`src/rtl/tt_sweep_pkg.sv`:
```
// Shared types and default sizing for the truth-table sweeper.
package tt_sweep_pkg;

    localparam int N_IN_DEF  = 7;
    localparam int TT_W_DEF  = 2 ** N_IN_DEF;
    localparam int CNT_W_DEF = N_IN_DEF + 1;
    localparam int IDX_W_DEF = N_IN_DEF;

    typedef enum logic [1:0] {
        ST_IDLE  = 2'd0,
        ST_DRIVE = 2'd1,
        ST_DRAIN = 2'd2,
        ST_DONE  = 2'd3
    } state_e;

endpackage

```
`src/rtl/tt_cmp_acc.sv`:
```
// Per-bit compare of a captured function output against the expected table,
// with a saturating mismatch counter and lowest-mismatch-index capture.
module tt_cmp_acc
    import tt_sweep_pkg::*;
#(
    parameter int N_IN = N_IN_DEF,
    parameter int TT_W = 2 ** N_IN
) (
    input  logic            clk,
    input  logic            rst,
    input  logic            clr,
    input  logic            vld,
    input  logic            f_bit,
    input  logic            exp_bit,
    input  logic [N_IN-1:0] idx,
    output logic [N_IN:0]   mism_cnt,
    output logic [N_IN-1:0] first_mism,
    output logic            zero_nxt
);

    localparam int CNT_W = N_IN + 1;

    logic [CNT_W-1:0] cnt_q, cnt_d;
    logic [N_IN-1:0]  first_q, first_d;
    logic             mism;

    // Next-state of the counter and first-mismatch index for the bit being stored.
    always_comb begin
        // NOTE: every combinational output gets a default first so no path leaves it unassigned (no latch).
        cnt_d   = cnt_q;
        first_d = first_q;
        mism    = vld && (f_bit != exp_bit);
        if (clr) begin
            cnt_d   = '0;
            first_d = '0;
        end else if (mism) begin
            if (cnt_q == '0) begin
                first_d = idx;
            end
            if (cnt_q != CNT_W'(TT_W)) begin
                cnt_d = cnt_q + 1'b1;
            end
        end
        zero_nxt = (cnt_d == '0);
    end

    // Counter and index registers with synchronous reset.
    always_ff @(posedge clk) begin
        if (rst) begin
            cnt_q   <= '0;
            first_q <= '0;
        end else begin
            // NOTE: state registers use non-blocking assignment so every flop samples pre-edge values.
            cnt_q   <= cnt_d;
            first_q <= first_d;
        end
    end

    assign mism_cnt   = cnt_q;
    assign first_mism = first_q;

endmodule

```
`src/rtl/tt_sweep.sv`:
```
// Drives every input combination into a combinational function, records its
// truth table one cycle later, and compares it with an expected table.
module tt_sweep
    import tt_sweep_pkg::*;
#(
    parameter int N_IN = N_IN_DEF,
    parameter int TT_W = 2 ** N_IN
) (
    input  logic            clk,
    input  logic            rst,
    input  logic            start,
    input  logic [TT_W-1:0] exp_tt,
    input  logic            f_in,
    output logic [N_IN-1:0] x,
    output logic            busy,
    output logic            done,
    output logic [TT_W-1:0] tt,
    output logic            match,
    output logic [N_IN:0]   mism_cnt,
    output logic [N_IN-1:0] first_mism
);

    localparam logic [N_IN-1:0] X_LAST = N_IN'(TT_W - 1);

    state_e          state_q, state_d;
    logic [N_IN-1:0] x_q, x_d;
    logic [TT_W-1:0] exp_q, exp_d;
    logic [TT_W-1:0] tt_q, tt_d;
    logic            f_q, f_d;
    logic [N_IN-1:0] idx_q, idx_d;
    logic            vld_q, vld_d;
    logic            done_q, done_d;
    logic            busy_q, busy_d;
    logic            match_q, match_d;
    logic            clr;
    logic            zero_nxt;

    // FSM next-state, x counter, and storage of the delayed sample into tt.
    always_comb begin
        state_d = state_q;
        x_d     = x_q;
        exp_d   = exp_q;
        tt_d    = tt_q;
        f_d     = f_in;
        idx_d   = x_q;
        vld_d   = 1'b0;
        done_d  = 1'b0;
        busy_d  = busy_q;
        match_d = match_q;
        clr     = 1'b0;

        // The bit sampled last cycle belongs to the x presented the cycle before.
        if (vld_q) begin
            tt_d[idx_q] = f_q;
        end

        unique case (state_q)
            ST_IDLE, ST_DONE: begin
                x_d    = '0;
                busy_d = 1'b0;
                if (start) begin
                    state_d = ST_DRIVE;
                    exp_d   = exp_tt;
                    tt_d    = '0;
                    clr     = 1'b1;
                    match_d = 1'b0;
                    busy_d  = 1'b1;
                end
            end
            ST_DRIVE: begin
                vld_d = 1'b1;
                if (x_q == X_LAST) begin
                    state_d = ST_DRAIN;
                    x_d     = '0;
                end else begin
                    x_d = x_q + 1'b1;
                end
            end
            ST_DRAIN: begin
                state_d = ST_DONE;
                done_d  = 1'b1;
                busy_d  = 1'b0;
                match_d = zero_nxt;
            end
            default: begin
                state_d = ST_IDLE;
                x_d     = '0;
                busy_d  = 1'b0;
            end
        endcase
    end

    // Register bank for FSM state, datapath and registered outputs.
    always_ff @(posedge clk) begin
        if (rst) begin
            state_q <= ST_IDLE;
            x_q     <= '0;
            exp_q   <= '0;
            tt_q    <= '0;
            f_q     <= 1'b0;
            idx_q   <= '0;
            vld_q   <= 1'b0;
            done_q  <= 1'b0;
            busy_q  <= 1'b0;
            match_q <= 1'b0;
        end else begin
            state_q <= state_d;
            x_q     <= x_d;
            exp_q   <= exp_d;
            tt_q    <= tt_d;
            f_q     <= f_d;
            idx_q   <= idx_d;
            vld_q   <= vld_d;
            done_q  <= done_d;
            busy_q  <= busy_d;
            match_q <= match_d;
        end
    end

    tt_cmp_acc #(
        .N_IN (N_IN),
        .TT_W (TT_W)
    ) u_cmp_acc (
        .clk        (clk),
        .rst        (rst),
        .clr        (clr),
        .vld        (vld_q),
        .f_bit      (f_q),
        .exp_bit    (exp_q[idx_q]),
        .idx        (idx_q),
        .mism_cnt   (mism_cnt),
        .first_mism (first_mism),
        .zero_nxt   (zero_nxt)
    );

    assign x     = x_q;
    assign busy  = busy_q;
    assign done  = done_q;
    assign tt    = tt_q;
    assign match = match_q;

endmodule

```
`config.mk`:
```
export PLATFORM = sky130hd
export DESIGN_NAME = tt_sweep
export DESIGN_NICKNAME = d
export VERILOG_FILES = /design/src/rtl/tt_sweep_pkg.sv /design/src/rtl/tt_cmp_acc.sv /design/src/rtl/tt_sweep.sv
export SDC_FILE = /design/constraint.sdc
export NUM_CORES = 1
export LEC_CHECK = 0
export ABC_AREA = 1
export CORE_MARGIN = 2
export CORE_UTILIZATION = 40
export CTS_BUF_LIST = sky130_fd_sc_hd__clkbuf_8
export CTS_CLUSTER_SIZE = 14
export DETAILED_ROUTE_END_ITERATION = 12
export PLACE_DENSITY = 0.73
export REMOVE_ABC_BUFFERS = 1
export SLEW_MARGIN = 20
export SYNTH_ARGS = -nofsm -noshare
export SYNTH_HDL_FRONTEND = slang
export SYNTH_SLANG_ARGS = --single-unit
```
`constraint.sdc`:
```
create_clock -name clk -period 6.5 [get_ports clk]
set_input_delay 0.975 -clock clk [delete_from_list [all_inputs] [get_ports clk]]
set_output_delay 0.975 -clock clk [all_outputs]
set_load 0.1 [all_outputs]
```
==> summary.md <==
| Metric | Value |
|---|---|
| Setup crit start kind | `flip-flop` |
| Number of CTS-inserted buffers | `47` |
| Initial antenna violation count | `4` |
| Cells after Synth | `1558` |
| Rows | `64` |
| Yosys reg bits | `292` |
| Hold Vio Cnt, Final | `0` |
| Status | `finished clean` |
| Largest net degree at the start of global routing | `between 100 and 150` |
| PD cells | `roughly 320 nW/um^2` |
| DRC | `0` |
| Worst Path Max Fanout | `71` |
| Final setup vio count | `0` |
| Worst Path Required | `6960 ps` |
| CP Capture Type | `flip-flop` |
| Mapped Area | `roughly 12000 um^2` |
| Flop2flop setup slack | `2630 ps` |
| Mean post-synth cell area | `about 8 um^2` |
| I/O Buffers | `284` |
| Most used DFF post-synth | `dfxtp_1` |
| Commonest cells after routing, fill and taps aside | `dfxtp_1, clkdlybuf4s50_1, a21oi_1, nand2_1, inv_1` |
| Post-CTS Setup Repair Bufs | `0` |
| Root Driver | `clkbuf_8` |
| Yosys cell types | `40` |
| Fin nets | `~1900` |
| Total die area | `32100 um^2` |
| Later-pin clock latency in the skew report | `570 ps` |
| Final period utilization | `roughly 59%` |
| Clock edge transition at the registers on the reported setup and hold paths | `approximately 60 ps` |
| Post-synth EDFFs | `0` |
| Fmax | `259 MHz` |
| Max-Slew Margin vs Limit | `26.5%` |
| GR Layer Usage met2 | `35.4%` |
| Met3 usage | `3.67%` |
| Max-Cap Viols | `0` |
| IO Count | `285` |
| H-Tree Depth | `2` |
| RD Place Congestion | `0.855` |
| Synth-to-Final Area Change | `31.6%` |
| Clk sinks | `just under 300` |
| Post-layout minimum cycle time | `3870 ps` |
| Die X | `179 um` |
| Worst Max-Slew Pin Slew | `between 1000 and 1500 ps` |
| Vias | `11753` |
| Cts hold-fix bufs | `0` |
| Worst Hold Class | `flip-flop to flip-flop` |
| Critical Path AT | `4320 ps` |
| GRT met1 Usage | `between 20% and 30%` |
| Initial core utilization | `40.4%` |
| Post-DP HPWL | `23.9 mm` |
| Remaining antenna violation count | `0` |
| TritonCTS clock tree | `done` |
| Hold slack | `452 ps` |
| Kind of critical path | `flip-flop to flip-flop` |
| Maximum vdd drop | `0.000283 V` |
| Sequential area share after synthesis | `47.7%` |
| Layout cells sized above 1 | `7.30%` |
| Fraction of registers with async set or reset after synthesis | `0%` |
| Die height | `179 um` |
| GRT Residual Overflow | `0` |
| Vias in the first global route | `around 11000` |
| RSZ-0062 raised after global routing | `false` |
| GRT busiest layer | `met2` |
| Core Area | `30300 um^2` |
| Final slew viol count | `0` |
| Routed wire length | `roughly 37 mm` |
| Pre-antenna DRT Iters | `5` |
| Commonest non-fill, non-tap cell in the layout | `dfxtp_1` |
| Clock tree buffer depth | `3` |
| CTS-repair resized insts | `0` |
| Initial DRC Count | `914` |
| Clk_skew | `37.5 ps` |
| Yosys warnings | `0` |
| All-layer global routing usage | `22.1%` |
| WL/cell | `16.6 um` |
| First-pass GRT wire length | `56.8 mm` |
| TNS Setup | `0 ps` |
| Pleak | `between 6 and 7 nW` |
| Via density | `~5.3` |
-- cells in the mapped netlist, types with 8 or more instances --
cell / instances / share of area (%)
nand3_1: 62 / 2.5
dfxtp_1: 292 / 48
nand4_1: 9 / 0.46
inv_1: 168 / 5.1
o21ai_0: 130 / 5.3
clkbuf_1: 106 / 3.2
nand2_1: 191 / 5.8
buf_2: 10 / 0.41
nor2_1: 109 / 3.3
a21oi_1: 262 / 11
nand3_2: 8 / 0.65
a311oi_1: 128 / 9.1
-- flip-flops by register name, indices dropped and copies added, names as in the netlist --
| name | cells |
|---|---|
| state_q | 2 |
| idx_q | 7 |
| vld_q | 1 |
| busy | 1 |
| tt | 128 |
| match | 1 |
| done | 1 |
| x | 7 |
| u_cmp_acc.mism_cnt | 8 |
| exp_q | 128 |
| u_cmp_acc.first_mism | 7 |
| f_q | 1 |
-- area by class of cell --
type	instances	area (um^2)
clock inverters	23	97.6
well taps	396	495
repair buffers	298	2950
clock buffers	63	867
diodes	4	10.0
multi-input cells	958	5210
flip-flops and latches	292	5850
inverters	175	664
fillers	2865	14200
-- logic make-up (layout without fill, tap and decap cells) --
family	after synthesis	after routing	share of synthesized area (%)
compound gates	541	541	26.8
xor+xnor	7	7	0.500
fa+ha+maj	7	7	0.714
buf+inv	308	559	10.1
flops	292	292	47.7
other cells	0	4	0
simple gates	403	403	14.2
-- power breakdown --
part           internal (W)  leakage [nW]  total, W  switching, W
registers           0.00208          2.38   0.00217     0.0000919
clock network      0.000863         0.567   0.00158      0.000722
logic              0.000426          3.17   0.00143       0.00101
total               0.00337          6.12   0.00519       0.00182
-- stage by stage --
step	util (%)	setup slack [ps]	power, W	instance area, um^2	instances
2_1_floorplan	-	-2540	0.00324	11700	1425
3_3_place_gp	50.0	2600	0.00360	15200	2119
3_5_place_dp	50.0	2490	0.00364	15200	2119
4_1_cts	53.1	2640	0.00523	16100	2205
5_1_grt	53.2	2130	0.00552	16100	2209
6_report	53.2	2630	0.00519	16100	2209
-- critical path, cell delays in order (launching register included) --
cell and delay, ps:
dfxtp_2 310, buf_4 580, clkinv_2 930, nand2_1 240
nand3_1 100, nand2_1 130, nor2_1 60, nor2_1 150
nor2_1 70, nand2_1 50, nand2_1 50, nand2_2 120
nor2_2 70, nand2_4 110, nand3_4 160, nand2_1 100
nand2_1 60, nand2_1 80, nand2_1 60, nor2_1 90
nand3_1 100, a21oi_2 120
-- routing by layer --
layer	vias up	share of wire, %
li1	5795	-
met1	5413	43
met2	432	46
met3	113	6.2
met4	0	4.5
met5	-	0
-- path summary, 6_finish.rpt --
| kind | cells after the start | to | start |
|---|---|---|---|
| worst min-delay path | 2 | exp_q[35]$_SDFFE_PP0P_ | exp_q[35]$_SDFFE_PP0P_ |
| worst min register to register | 2 | exp_q[35]$_SDFFE_PP0P_ | exp_q[35]$_SDFFE_PP0P_ |
| worst max register to register | 21 | match$_SDFFE_PP0P_ | idx_q[0]$_SDFF_PP0_ |
| worst max-delay path | 21 | match$_SDFFE_PP0P_ | idx_q[0]$_SDFF_PP0_ |
Power figures use the tool's default switching activity.
